[src/rtl/wb_bec_responder.sv]
// wb_bec_fifo: small generic word FIFO with synchronous clear and full-with-pop push acceptance.
// Latency: a pushed word is visible at head_dat_o the cycle after the push edge.
// Backpressure: push_rdy_o is low when full, unless a pop happens in the same cycle.
module wb_bec_fifo #(
    parameter int DEPTH = 4,
    parameter int W     = 32,
    parameter int CW    = 3
) (
    input  logic          clk_i,
    input  logic          rst_ni,
    input  logic          clr_i,
    input  logic          push_vld_i,
    input  logic [W-1:0]  push_dat_i,
    output logic          push_rdy_o,
    input  logic          pop_i,
    output logic [W-1:0]  head_dat_o,
    output logic [CW-1:0] count_o,
    output logic          full_o,
    output logic          empty_o
);
    localparam int AW = $clog2(DEPTH);

    logic [W-1:0]  mem_q [DEPTH];
    logic [AW-1:0] wr_ptr_q, rd_ptr_q;
    logic [CW-1:0] count_q;
    logic          do_push, do_pop;

    assign full_o     = (count_q == CW'(DEPTH));
    assign empty_o    = (count_q == '0);
    assign count_o    = count_q;
    assign head_dat_o = mem_q[rd_ptr_q];
    assign do_pop     = pop_i & ~empty_o;
    assign push_rdy_o = ~full_o | do_pop;
    assign do_push    = push_vld_i & push_rdy_o;

    // Storage, pointers (wrap naturally at DEPTH) and occupancy; clear beats any pop.
    always_ff @(posedge clk_i or negedge rst_ni) begin
        if (!rst_ni) begin
            wr_ptr_q <= '0;
            rd_ptr_q <= '0;
            count_q  <= '0;
            for (int i = 0; i < DEPTH; i++) mem_q[i] <= '0;
        end else if (clr_i) begin
            wr_ptr_q <= '0;
            rd_ptr_q <= '0;
            count_q  <= '0;
        end else begin
            if (do_push) begin
                mem_q[wr_ptr_q] <= push_dat_i;
                wr_ptr_q        <= wr_ptr_q + AW'(1);
            end
            if (do_pop) rd_ptr_q <= rd_ptr_q + AW'(1);
            if (do_push && !do_pop)      count_q <= count_q + CW'(1);
            else if (!do_push && do_pop) count_q <= count_q - CW'(1);
        end
    end
endmodule

// wb_bec_responder: Wishbone classic register slave feeding TX words to a crypto core and capturing its results/done.
// Latency: each hit access is performed on the strobe edge and acked for one cycle after it; irq_o lags its flag by one cycle.
// Backpressure: core_ready_i holds the FIFO head; a push into a full FIFO is dropped and flagged, the bus never stalls.
module wb_bec_responder #(
    parameter logic [31:0] BASE_ADDR  = 32'h3000_0000,
    parameter int          FIFO_DEPTH = 4,
    parameter int          CW         = 3
) (
    input  logic        wb_clk_i,
    input  logic        wb_rst_ni,
    input  logic        wbs_stb_i,
    input  logic        wbs_cyc_i,
    input  logic        wbs_we_i,
    input  logic [3:0]  wbs_sel_i,
    input  logic [31:0] wbs_adr_i,
    input  logic [31:0] wbs_dat_i,
    output logic        wbs_ack_o,
    output logic [31:0] wbs_dat_o,
    output logic        core_en_o,
    output logic [31:0] core_data_o,
    output logic        core_valid_o,
    input  logic        core_ready_i,
    input  logic        res_valid_i,
    input  logic [31:0] res_data_i,
    input  logic        done_i,
    output logic        irq_o
);
    typedef enum logic {S_IDLE, S_ACK} state_t;

    localparam logic [2:0] REG_CTRL   = 3'd0;
    localparam logic [2:0] REG_STATUS = 3'd1;
    localparam logic [2:0] REG_TXDATA = 3'd2;
    localparam logic [2:0] REG_RXDATA = 3'd3;
    localparam logic [2:0] REG_IRQ_EN = 3'd4;

    state_t        state_q;
    logic          ack_q;
    logic [31:0]   dat_q;
    logic          en_q, fifo_clr_q, rx_clr_q;
    logic          rx_vld_q;
    logic [31:0]   rx_dat_q;
    logic          done_q, ovf_q, irq_q;
    logic          done_d, ovf_d, irq_d;
    logic [2:0]    irq_en_q;

    logic          addr_hit, acc, wr, rd;
    logic [2:0]    reg_sel;
    logic          wr_ctrl, wr_stat, wr_tx, wr_irq_en, rd_rx;
    logic          fifo_clr, rx_clr, fifo_pop, ovf_set;
    logic          fifo_push_rdy, fifo_full, fifo_empty;
    logic [CW-1:0] fifo_count;
    logic [31:0]   status, rdata_d;
    logic          unused_bits;

    // Address bits below the word offset and upper byte lanes play no part in decode.
    assign unused_bits = ^{wbs_adr_i[7:5], wbs_adr_i[1:0], wbs_sel_i[3:1]};

    assign addr_hit  = (wbs_adr_i[31:8] == BASE_ADDR[31:8]);
    assign acc       = (state_q == S_IDLE) & wbs_stb_i & wbs_cyc_i & addr_hit;
    assign wr        = acc & wbs_we_i;
    assign rd        = acc & ~wbs_we_i;
    assign reg_sel   = wbs_adr_i[4:2];
    assign wr_ctrl   = wr & (reg_sel == REG_CTRL) & wbs_sel_i[0];
    assign wr_stat   = wr & (reg_sel == REG_STATUS);
    assign wr_tx     = wr & (reg_sel == REG_TXDATA);
    assign wr_irq_en = wr & (reg_sel == REG_IRQ_EN) & wbs_sel_i[0];
    assign rd_rx     = rd & (reg_sel == REG_RXDATA);
    assign fifo_clr  = wr_ctrl & wbs_dat_i[1];
    assign rx_clr    = wr_ctrl & wbs_dat_i[2];

    assign core_en_o    = en_q;
    assign core_valid_o = en_q & ~fifo_empty;
    assign fifo_pop     = core_valid_o & core_ready_i;
    assign ovf_set      = wr_tx & ~fifo_push_rdy;
    assign wbs_ack_o    = ack_q;
    assign wbs_dat_o    = dat_q;
    assign irq_o        = irq_q;

    wb_bec_fifo #(.DEPTH(FIFO_DEPTH), .W(32), .CW(CW)) u_tx_fifo (
        .clk_i      (wb_clk_i),
        .rst_ni     (wb_rst_ni),
        .clr_i      (fifo_clr),
        .push_vld_i (wr_tx),
        .push_dat_i (wbs_dat_i),
        .push_rdy_o (fifo_push_rdy),
        .pop_i      (fifo_pop),
        .head_dat_o (core_data_o),
        .count_o    (fifo_count),
        .full_o     (fifo_full),
        .empty_o    (fifo_empty)
    );

    // Status word, read mux, and next-state of sticky flags (set beats W1C) and interrupt.
    always_comb begin
        status            = '0;
        status[0]         = rx_vld_q;
        status[1]         = done_q;
        status[2]         = ovf_q;
        status[3]         = fifo_full;
        status[4]         = fifo_empty;
        status[CW+7:8]    = fifo_count;
        rdata_d           = '0;
        case (reg_sel)
            REG_CTRL:   rdata_d[2:0] = {rx_clr_q, fifo_clr_q, en_q};
            REG_STATUS: rdata_d      = status;
            REG_RXDATA: rdata_d      = rx_dat_q;
            REG_IRQ_EN: rdata_d[2:0] = irq_en_q;
            default:    rdata_d      = '0;
        endcase
        done_d = done_i  | (done_q & ~(wr_stat & wbs_dat_i[1]));
        ovf_d  = ovf_set | (ovf_q  & ~(wr_stat & wbs_dat_i[2]));
        irq_d  = |(irq_en_q & {rx_vld_q, ovf_q, done_q});
    end

    // Bus FSM: perform the access on the strobe edge, then hold ack and read data for one cycle.
    always_ff @(posedge wb_clk_i or negedge wb_rst_ni) begin
        if (!wb_rst_ni) begin
            state_q <= S_IDLE;
            ack_q   <= 1'b0;
            dat_q   <= '0;
        end else begin
            case (state_q)
                S_IDLE: if (acc) begin
                    state_q <= S_ACK;
                    ack_q   <= 1'b1;
                    dat_q   <= wbs_we_i ? '0 : rdata_d;
                end
                default: begin
                    state_q <= S_IDLE;
                    ack_q   <= 1'b0;
                    dat_q   <= '0;
                end
            endcase
        end
    end

    // CTRL and IRQ_EN registers; the clear strobes read back for one cycle only.
    always_ff @(posedge wb_clk_i or negedge wb_rst_ni) begin
        if (!wb_rst_ni) begin
            en_q       <= 1'b0;
            fifo_clr_q <= 1'b0;
            rx_clr_q   <= 1'b0;
            irq_en_q   <= '0;
        end else begin
            fifo_clr_q <= 1'b0;
            rx_clr_q   <= 1'b0;
            if (wr_ctrl) begin
                en_q       <= wbs_dat_i[0];
                fifo_clr_q <= wbs_dat_i[1];
                rx_clr_q   <= wbs_dat_i[2];
            end
            if (wr_irq_en) irq_en_q <= wbs_dat_i[2:0];
        end
    end

    // Result capture: a new result beats a same-cycle RXDATA read or rx clear.
    always_ff @(posedge wb_clk_i or negedge wb_rst_ni) begin
        if (!wb_rst_ni) begin
            rx_vld_q <= 1'b0;
            rx_dat_q <= '0;
        end else if (res_valid_i) begin
            rx_vld_q <= 1'b1;
            rx_dat_q <= res_data_i;
        end else if (rd_rx || rx_clr) begin
            rx_vld_q <= 1'b0;
        end
    end

    // Sticky flags and the registered interrupt level.
    always_ff @(posedge wb_clk_i or negedge wb_rst_ni) begin
        if (!wb_rst_ni) begin
            done_q <= 1'b0;
            ovf_q  <= 1'b0;
            irq_q  <= 1'b0;
        end else begin
            done_q <= done_d;
            ovf_q  <= ovf_d;
            irq_q  <= irq_d;
        end
    end
endmodule
[config.mk]
export PLATFORM = sky130hd
export DESIGN_NAME = wb_bec_responder
export DESIGN_NICKNAME = d
export VERILOG_FILES = /design/src/rtl/wb_bec_responder.sv
export SDC_FILE = /design/constraint.sdc
export NUM_CORES = 1
export LEC_CHECK = 0
export BUFFER_PORTS_ARGS = -buffer_cell sky130_fd_sc_hd__buf_2
export CORE_ASPECT_RATIO = 1.4
export CORE_MARGIN = 3
export CORE_UTILIZATION = 26
export DETAILED_ROUTE_END_ITERATION = 12
export PLACE_DENSITY = 0.4
export REMOVE_ABC_BUFFERS = 1
export SYNTH_ARGS = -nofsm -noshare
export SYNTH_HDL_FRONTEND = slang
export SYNTH_SLANG_ARGS = --single-unit
export TNS_END_PERCENT = 100
[constraint.sdc]
create_clock -name wb_clk_i -period 3.6 [get_ports wb_clk_i]
set_input_delay 0.72 -clock wb_clk_i [delete_from_list [all_inputs] [get_ports wb_clk_i]]
set_output_delay 0.72 -clock wb_clk_i [all_outputs]
set_load 0.01 [all_outputs]
==> flow_metrics.env, run 1 <==
export IMPL_crit_arrival_ns=2.28
export IMPL_finalInstanceArea_mm2=0.01127
export IMPL_maxCapViolCount=0
export IMPL_final_util_pct=33.02
export IMPL_num_rows=80
export IMPL_rsz0062_at_grt="false"
export IMPL_cts_tree="built"
export IMPL_critical_path_class="flop to output port"
export IMPL_drc=0
export IMPL_gp_congestion=0.7462
export IMPL_die_h_um=226.1
export IMPL_ios=176
export IMPL_startpoint_type="flop"
export IMPL_period_share_pct=83.44
export IMPL_seq_area_frac_synth_pct=58.68
export IMPL_fin_crit_ns=3.004
export IMPL_powerDensity_mw_per_mm2=455.1
export IMPL_grt_pass1_wl_um=36280
export IMPL_hold_viol=0
export IMPL_crit_required_ns=2.88
export IMPL_dieArea_mm2=0.03690
export IMPL_max_slew_margin_rel_pct=26.04
export IMPL_synth_main_ff_cell="dfrtp_1"
export IMPL_synthCells=593
export IMPL_grt_pass1_vias=6584
export IMPL_synth_async_sr_flop_share_pct=100.0
export IMPL_drt_iter0_markers=195
export IMPL_end_kind="output port"
export IMPL_coreArea_mm2=0.03413
export IMPL_vdd_drop_max_v=0.0002587
export IMPL_yosys_top_cells_count="dfrtp_1 (211), mux2_2 (165), mux4_2 (32)"
export IMPL_wire_per_inst_um=18.30
export IMPL_netlist_area_leader_share_pct=58.68
export IMPL_clk_pin_slew_ns=0.06
export IMPL_cts_made_buffers=24
export IMPL_cts_buffer_depth=3
export IMPL_tightest_slew_ns=1.108
export IMPL_yosysUniqueCellTypes=42
export IMPL_fmax_ghz=0.3329
export IMPL_p_leak_nw=5.615
export IMPL_clkSinkCount=211
export IMPL_clkLatencyLatePin_ns=0.51
export IMPL_ant_nets=0
export IMPL_avgSynthCellArea_um2=15.17
export IMPL_htree_levels=1
export IMPL_drv_slew=0
export IMPL_postCtsHoldBufs=0
export IMPL_grtUsageTotal_pct=12.38
export IMPL_antenna_found_initial=1
export IMPL_synth_most_common_cell="dfrtp_1"
export IMPL_holdWs_ns=0.2995
export IMPL_avgViaCountPerCell=4.618
export IMPL_hp_class="primary input to async pin"
export IMPL_synthTopCellsByArea="dfrtp_1 (59%), mux2_2 (21%), mux4_2 (8.0%)"
export IMPL_final_setup_tns_ns=0
export IMPL_post_dp_cell_area_mm2=0.01045
export IMPL_clockRootBuffer="clkbuf_16"
export IMPL_overflow=0
export IMPL_start_util_pct=26.36
export IMPL_ys_seq_elements=211
export IMPL_syn_cell_area_mm2=0.008997
export IMPL_setup_violations_final=0
export IMPL_grt_max_degree=97
export IMPL_cts_setup_buffers=0
export IMPL_synth_edf_count=0
export IMPL_hpwl_um=15190
export IMPL_port_buffers=167
export IMPL_syn_to_final_growth_pct=25.25
export IMPL_drt_pass1_iter_count=4
export IMPL_yosysTopAreaCell="dfrtp_1"
export IMPL_die_x_um=163.2
export IMPL_synth_warnings=0
export IMPL_layout_drive_gt1_share_pct=54.34
export IMPL_skew_ns=0.008718
export IMPL_outcome="complete, no violations"
export IMPL_critPathMaxFanout=21
export IMPL_ctsResizeCount=0
export IMPL_wl_um=22640
export IMPL_layout_nets=879
export IMPL_via_count=5712
-- placed cells by master, fill, tap and decap left out, types with 2 or more instances in the layout --
| cell type | n |
|---|---|
| dfrtp_1 | 209 |
| buf_2 | 166 |
| mux2_2 | 165 |
| mux4_2 | 32 |
| clkbuf_16 | 25 |
| a22o_1 | 24 |
| nand2_1 | 16 |
| buf_4 | 11 |
| inv_1 | 10 |
| a21oi_1 | 10 |
| mux2i_1 | 9 |
| nand3_1 | 8 |
| nor2_1 | 8 |
| o21ai_0 | 8 |
| clkbuf_1 | 7 |
| nor4_1 | 5 |
| nand4_1 | 4 |
| nand2_2 | 4 |
| ha_1 | 4 |
| clkinv_2 | 4 |
| buf_12 | 4 |
| nor3b_1 | 3 |
| nor3_1 | 3 |
| and3_1 | 3 |
| o22ai_1 | 3 |
| nand3b_1 | 3 |
| clkbuf_8 | 3 |
| bufinv_16 | 3 |
| diode_2 | 2 |
| nor4bb_1 | 2 |
| nor2b_1 | 2 |
| or2_2 | 2 |
| xnor2_1 | 2 |
| clkinv_4 | 2 |
| dfrtp_2 | 2 |
-- layout make-up --
| class | instances | area (um^2) |
|---|---|---|
| Clock buffer | 34 | 679.4 |
| Inverter | 10 | 37.54 |
| Clock inverter | 10 | 135.1 |
| Antenna cell | 2 | 5.005 |
| Sequential cell | 211 | 5283 |
| Tap cell | 451 | 564.3 |
| Fill cell | 3356 | 22860 |
| Multi-Input combinational cell | 337 | 3558 |
| Timing Repair Buffer | 182 | 1007 |
-- power by group --
group | switching, mW | internal (mW)
registers | 0.0193 | 2.41
clock network | 0.974 | 1.53
logic | 0.108 | 0.0859
total | 1.10 | 4.03
-- sequential cells by signal (all words and copies together), names as in the netlist, 2 cells and up --
signal / count
irq_en_q: 3
rx_dat_q: 32
u_tx_fifo.count_o: 3
u_tx_fifo.mem_q: 128
u_tx_fifo.rd_ptr_q: 2
u_tx_fifo.wr_ptr_q: 2
wbs_dat_o: 32
-- stage by stage --
stage               total power, mW  setup WS [ns]  std cells
floorplan                     2.520         0.6459        558
global placement              2.657         0.4918       1191
detailed placement            2.672         0.4277       1191
CTS                           5.257         0.4849       1235
global route                  5.374         0.4409       1235
finish                        5.129         0.5961       1237
-- worst max-delay path: stages, from the launching register on --
cell and delay [ns]:
dfrtp_2 0.71, buf_12 0.29, mux4_2 0.57, buf_2 0.16
-- worst paths after layout --
| check | from | end | slack [ns] | cells past startpoint |
|---|---|---|---|---|
| setup / recovery | u_tx_fifo.rd_ptr_q[0]$_DFFE_PN0P_ | core_data_o[19] | 0.60 | 3 |
| setup reg to reg | state_q$_DFF_PN0_ | wbs_dat_o[16]$_DFFE_PN0P_ | 0.96 | 7 |
| max in group asynchronous | wb_rst_ni | u_tx_fifo.mem_q[98]$_DFFE_PN0P_ | 2.44 | 2 |
| hold / removal | wb_rst_ni | u_tx_fifo.mem_q[68]$_DFFE_PN0P_ | 0.30 | 1 |
| min in group wb_clk_i | done_i | done_q$_DFF_PN0_ | 0.40 | 2 |
| hold reg to reg | rx_dat_q[12]$_DFFE_PN0P_ | wbs_dat_o[12]$_DFFE_PN0P_ | 0.49 | 1 |
-- kinds of logic after synthesis --
family                     Yosys count  share of synthesized area (%)
DFF                                211                          58.68
adders and majority gates            5                         0.7788
muxes                              206                          29.66
and+or+nand+nor                     71                          4.450
AOI/OAI and AO/OA                   52                          4.228
xor gates and xnor gates             3                         0.2921
buffers and inverters               45                          1.905
-- metal layers --
metal  share of wire, %  vias to the layer above  wire [um]  track usage, %
met2                 52                      145      11700           22.39
met3                5.5                       32       1241           2.661
li1                   -                     2557          -               -
met4                2.2                        0        493           3.877
met5                  0                        -          0               0
met1                 41                     2978       9199           14.60
Note: power is estimated with default switching activity, not from simulation.
==> run 2: changes to the inputs <==
Settings changed: ABC_AREA from default to 1, PLACE_DENSITY 0.4 to 0.41.
Clock period 3.6 ns to 2.5 ns, I/O delays scaled along.
==> run 2 against run 1 <==
Net effect:
- flip-flop and latch count is the same
- setup slack worse by 0.53 ns
- combinational power increased by 66%
- global-route usage up 3.4 points
- clock-buffer cell count increased by 4
- power grew 44%
- critical path depth is 2 higher
- sequential share of layout area is 3.3 points lower
- wire length up 39%
- sequential power rose by 43%
- final cell count up 49%
- worst hold slack got worse by 0.13 ns
- largest cell class unchanged
- highest routed layer is now met5
==> flow_metrics.env, run 2 <==
export IMPL_outcome="complete, no violations"
export IMPL_critPathMaxFanout=19
export IMPL_period_share_pct=97.33
export IMPL_crit_chain="inv_2 -> buf_8 -> o21ai_0 -> o22ai_1 -> buf_2"
export IMPL_cts_made_buffers=25
export IMPL_drt_iter0_markers=451
export IMPL_setup_violations_final=0
export IMPL_crit_buf_inv=3
export IMPL_avgViaCountPerCell=4.657
export IMPL_largest_reg_flops=128
export IMPL_final_cell_mix="nor2_1 (358), dfrtp_1 (210), buf_2 (166)"
export IMPL_cts_buffer_depth=3
export IMPL_synth_async_sr_flop_share_pct=100.0
export IMPL_cp_top_family="flip-flops"
export IMPL_hold_viol=0
export IMPL_seq_area_frac_synth_pct=54.49
export IMPL_maxCapViolCount=0
export IMPL_num_rows=83
export IMPL_clockRootBuffer="clkbuf_16"
export IMPL_gp_congestion=0.7875
export IMPL_avgSynthCellArea_um2=8.198
export IMPL_grt_max_degree=49
export IMPL_p_leak_nw=6.222
export IMPL_ios=176
export IMPL_clkLatencyLatePin_ns=0.54
export IMPL_synth_most_common_cell="nor2_1"
export IMPL_drv_slew=0
export IMPL_port_buffers=167
export IMPL_final_common_cell="nor2_1"
export IMPL_yosysTopAreaCell="dfrtp_1"
export IMPL_grt_pass1_vias=8880
export IMPL_crit_arrival_ns=1.93
export IMPL_startpoint_type="flop"
export IMPL_coreArea_mm2=0.03676
export IMPL_critical_path_class="flop to output port"
export IMPL_grt_pass1_wl_um=49600
export IMPL_critical_path_max_stage_delay_ns=0.53
export IMPL_fillers=4034
export IMPL_synth_edf_count=0
export IMPL_syn_cell_area_mm2=0.009691
export IMPL_grtUsageTotal_pct=15.76
export IMPL_tightest_slew_ns=0.5706
export IMPL_fin_crit_ns=2.433
export IMPL_die_h_um=234.4
export IMPL_finalInstanceArea_mm2=0.01212
export IMPL_fmax_ghz=0.4110
export IMPL_drt_pass1_iter_count=4
export IMPL_overflow=0
export IMPL_crit_required_ns=2.00
export IMPL_wire_per_inst_um=17.11
export IMPL_skew_ns=0.01321
export IMPL_start_util_pct=26.36
export IMPL_drc=0
export IMPL_die_x_um=169.2
export IMPL_regMostFlops="u_tx_fifo.mem_q"
export IMPL_ant_nets=0
export IMPL_via_count=8578
export IMPL_layout_drive_gt1_share_pct=20.09
export IMPL_end_kind="output port"
export IMPL_hp_class="primary input to flop"
export IMPL_powerDensity_mw_per_mm2=608.3
export IMPL_layout_nets=1470
export IMPL_reg2regPathDepth=12
export IMPL_final_setup_tns_ns=0
export IMPL_synthTopCellsByArea="dfrtp_1 (54%), nor2_1 (14%), nor3_1 (6.6%)"
export IMPL_vdd_drop_max_v=0.0005274
export IMPL_antenna_found_initial=5
export IMPL_holdWs_ns=0.1672
export IMPL_yosys_top_cells_count="nor2_1 (359), dfrtp_1 (211), nor3_1 (128)"
export IMPL_synthCells=1182
export IMPL_netlist_area_leader_share_pct=54.49
export IMPL_clk_pin_slew_ns=0.06
export IMPL_synth_main_ff_cell="dfrtp_1"
export IMPL_critical_path_slowest_cell="dfrtp_4"
export IMPL_rsz0062_at_grt="true"
export IMPL_cts_tree="built"
export IMPL_clkSinkCount=211
export IMPL_synth_warnings=0
export IMPL_dieArea_mm2=0.03966
export IMPL_holdPathStages=2
export IMPL_path_depth=5
export IMPL_wl_um=31520
export IMPL_post_dp_cell_area_mm2=0.01124
export IMPL_syn_to_final_growth_pct=25.06
export IMPL_hpwl_um=20380
export IMPL_yosysUniqueCellTypes=33
export IMPL_htree_levels=1
export IMPL_max_slew_margin_rel_pct=61.92
export IMPL_ys_seq_elements=211
-- run 2: where the power goes --
group | leakage (nW) | internal [mW] | switching [mW]
registers | 2.86 | 3.46 | 0.0149
logic | 2.97 | 0.116 | 0.205
clock network | 0.397 | 2.09 | 1.48
total | 6.22 | 5.67 | 1.70
-- run 2: path summary, 6_finish.rpt --
path | start | endpoint | slack, ns
worst min register to register | wbs_dat_o[7]$_DFFE_PN0P_ | wbs_dat_o[7]$_DFFE_PN0P_ | 0.48
min in group asynchronous | wb_rst_ni | wbs_dat_o[29]$_DFFE_PN0P_ | 0.46
worst max register to register | state_q$_DFF_PN0_ | u_tx_fifo.mem_q[63]$_DFFE_PN0P_ | 0.33
worst max-delay path | u_tx_fifo.rd_ptr_q[0]$_DFFE_PN0P_ | core_data_o[18] | 0.07
max in group asynchronous | wb_rst_ni | u_tx_fifo.mem_q[18]$_DFFE_PN0P_ | 1.40
worst min-delay path | done_i | done_q$_DFF_PN0_ | 0.17
-- run 2: layout make-up --
cell class | instances | area, um^2 | share of cell area (%)
inverter | 82 | 307.8 | 2.540
tap | 467 | 584.3 | 4.821
clock inverter | 6 | 32.53 | 0.2684
clock buffer | 38 | 764.5 | 6.308
sequential | 211 | 5284 | 43.60
multi-input combinational | 820 | 3757 | 31.00
timing repair buffer | 217 | 1386 | 11.44
antenna | 1 | 2.502 | 0.02065
-- run 2: per-layer routing --
layer	track usage [%]	vias up	part of all wire, %
met3	3.796	52	6.2
met5	0	-	0.17
met2	27.64	217	49
met1	19.33	4115	42
met4	4.425	8	2.2
li1	-	4186	-
-- run 2: cell families (layout without fill, tap and decap cells) --
family          count (synthesis)  in the layout  synth area share, %
mux                             7              7               0.8005
buf+inv                       151            343                6.882
compound gates                174            174                9.722
fa+ha+maj                       5              5               0.7231
simple gates                  632            632                27.20
xor+xnor                        2              2               0.1808
other cells                     0              1                    0
flops                         211            211                54.49
-- run 2: metrics by stage --
| step | util, % | std cells | worst slack (ns) | power, mW |
|---|---|---|---|---|
| 2_1_floorplan | - | 1113 | -0.5696 | 3.620 |
| 3_3_place_gp | 30.58 | 1793 | 0.1492 | 3.867 |
| 3_5_place_dp | 30.58 | 1793 | 0.1557 | 3.870 |
| 4_1_cts | 32.91 | 1841 | 0.01345 | 7.521 |
| 5_1_grt | 32.96 | 1841 | -0.002426 | 7.705 |
| 6_report | 32.97 | 1842 | 0.06673 | 7.372 |
-- run 2: what timing repair did --
item                       CTS  global route
setup buffers                3             0
hold endpoints to repair    36             0
setup endpoints to repair   22            23
pin swaps                    1             1
resized for setup            7             5
hold buffers                 1             0
==> run 3: changes to the inputs <==
Settings changed: CORE_ASPECT_RATIO 1.4 to 2.
==> run 3 against run 2 <==
Net effect:
- flip-flop and latch count unchanged
- power up 0.59%
- final area down 0.49%
- register-to-register slack worse by 0.07 ns
- highest routed layer is now met4
- critical endpoint is now core_data_o[30]
==> flow_metrics.env, run 3 (synthesis results as in run 2) <==
export IMPL_clk_pin_slew_ns=0.06
export IMPL_clkLatencyLatePin_ns=0.52
export IMPL_antenna_found_initial=1
export IMPL_holdWs_ns=0.1753
export IMPL_fin_crit_ns=2.462
export IMPL_hold_viol=0
export IMPL_r2r_start="state_q$_DFF_PN0_"
export IMPL_layout_nets=1460
export IMPL_grt_pass1_wl_um=49910
export IMPL_seq_area_mm2=0.005281
export IMPL_rsz0062_at_grt="true"
export IMPL_end_kind="output port"
export IMPL_die_x_um=142.5
export IMPL_drc=0
export IMPL_num_rows=99
export IMPL_cts_buffer_depth=3
export IMPL_crit_arrival_ns=1.96
export IMPL_drt_iter0_markers=247
export IMPL_startpoint_type="flop"
export IMPL_r2r_slack_ns=0.26
export IMPL_finalWorstSetupSlack_ns=0.03755
export IMPL_syn_to_final_growth_pct=24.45
export IMPL_fin_total_pwr_mw=7.415
export IMPL_clkSinkCount=211
export IMPL_hp_class="primary input to flop"
export IMPL_setup_violations_final=0
export IMPL_whs_endpoint="done_q$_DFF_PN0_"
export IMPL_critical_path_class="flop to output port"
export IMPL_clockRootBuffer="clkbuf_16"
export IMPL_regMostFlops="u_tx_fifo.mem_q"
export IMPL_crit_required_ns=2.00
export IMPL_die_h_um=279.0
export IMPL_multi_input_area_mm2=0.003769
export IMPL_cts_setup_buffers=0
export IMPL_reg2regPathDepth=11
export IMPL_skew_ns=0.009245
export IMPL_cts_made_buffers=23
export IMPL_hpwl_um=20920
export IMPL_grtUsageTotal_pct=15.82
export IMPL_place_inst=1775
export IMPL_maxCapViolCount=0
export IMPL_max_slew_margin_rel_pct=57.87
export IMPL_path_depth=4
export IMPL_final_common_cell="nor2_1"
export IMPL_tightest_slew_ns=0.6313
export IMPL_finalInstanceArea_mm2=0.01206
export IMPL_fin_cells=1819
export IMPL_cp_top_family="buffers and inverters"
export IMPL_overflow=0
export IMPL_fmax_ghz=0.4061
export IMPL_outcome="complete, no violations"
export IMPL_fillers=3984
export IMPL_final_setup_tns_ns=0
export IMPL_critical_path_slowest_cell="dfrtp_2"
export IMPL_crit_buf_inv=2
export IMPL_critical_path_max_stage_delay_ns=0.41
export IMPL_drt_pass1_iter_count=4
export IMPL_ios=176
export IMPL_grt_max_degree=81
export IMPL_vdd_drop_max_v=0.0004629
export IMPL_wire_per_inst_um=17.50
export IMPL_port_buffers=167
export IMPL_p_leak_nw=6.197
export IMPL_largest_reg_flops=128
export IMPL_htree_levels=1
export IMPL_powerDensity_mw_per_mm2=614.8
export IMPL_wl_um=31830
export IMPL_start_util_pct=26.43
export IMPL_r2r_end="u_tx_fifo.mem_q[54]$_DFFE_PN0P_"
export IMPL_gp_congestion=0.7846
export IMPL_post_dp_cell_area_mm2=0.01122
export IMPL_avgViaCountPerCell=4.683
export IMPL_via_count=8518
export IMPL_coreArea_mm2=0.03667
export IMPL_hold_path_startpoint="done_i"
export IMPL_final_util_pct=32.89
export IMPL_final_cell_mix="nor2_1 (358), dfrtp_1 (210), buf_2 (166)"
export IMPL_dieArea_mm2=0.03976
export IMPL_drv_slew=0
export IMPL_crit_chain="buf_12 -> o21ai_0 -> o22ai_1 -> buf_2"
export IMPL_ant_nets=0
export IMPL_holdPathStages=2
export IMPL_pre_cts_ws_ns=0.1472
export IMPL_critPathMaxFanout=65
export IMPL_period_share_pct=98.50
export IMPL_cts_tree="built"
export IMPL_layout_drive_gt1_share_pct=19.87
export IMPL_grt_pass1_vias=8888
run 3: routing by layer:
metal / up-vias / GRT usage (%) / wire (um)
li1: 4173 / - / -
met1: 4135 / 18.07 / 12660
met2: 166 / 29.38 / 16900
met3: 44 / 2.656 / 1418
met4: 0 / 5.172 / 852
met5: - / 0 / 0
run 3: final cells by class:
type                       count  area share [%]
sequential                   211           43.79
antenna                        1         0.02075
multi-input combinational    820           31.25
timing repair buffer         209           10.99
clock inverter                12           1.152
clock buffer                  30           5.488
tap                          454           4.710
inverter                      82           2.604
run 3: what timing repair did:
item                                   4_1_cts  5_1_grt
endpoints found under the hold margin       55        0
cloned                                       0        0
hold buffers                                 1        0
setup endpoints to repair                   13        2
resized for setup                            6        1
run 3: power by group:
group          internal, mW  switching [mW]
combinational         0.111           0.206
clock                  2.17            1.45
sequential             3.46          0.0156
total                  5.75            1.67
run 3: worst max-delay path by stage:
stage	slack, ns	endpoint	startpoint
finish	0.04	core_data_o[30]	u_tx_fifo.rd_ptr_q[0]$_DFFE_PN0P_
CTS	0.01	core_data_o[1]	u_tx_fifo.rd_ptr_q[0]$_DFFE_PN0P_
global placement	0.13	u_tx_fifo.mem_q[56]$_DFFE_PN0P_	wbs_adr_i[31]
detailed placement	0.15	u_tx_fifo.mem_q[56]$_DFFE_PN0P_	wbs_adr_i[31]
global route	-0.004	core_data_o[22]	u_tx_fifo.rd_ptr_q[0]$_DFFE_PN0P_
floorplan	-0.57	u_tx_fifo.mem_q[64]$_DFFE_PN0P_	wbs_adr_i[31]
run 3: worst reg2reg max path, stage by stage, from the launching register on:
cell     delay [ns]
dfrtp_1        0.47
inv_2          0.15
nand2_1        0.06
nor2_1         0.08
nand2_1        0.05
nor2_1         0.08
nand2_1        0.13
nor2_4         0.16
nand3_4        0.27
buf_12         0.31
nor3_1         0.28
nor2_1         0.07
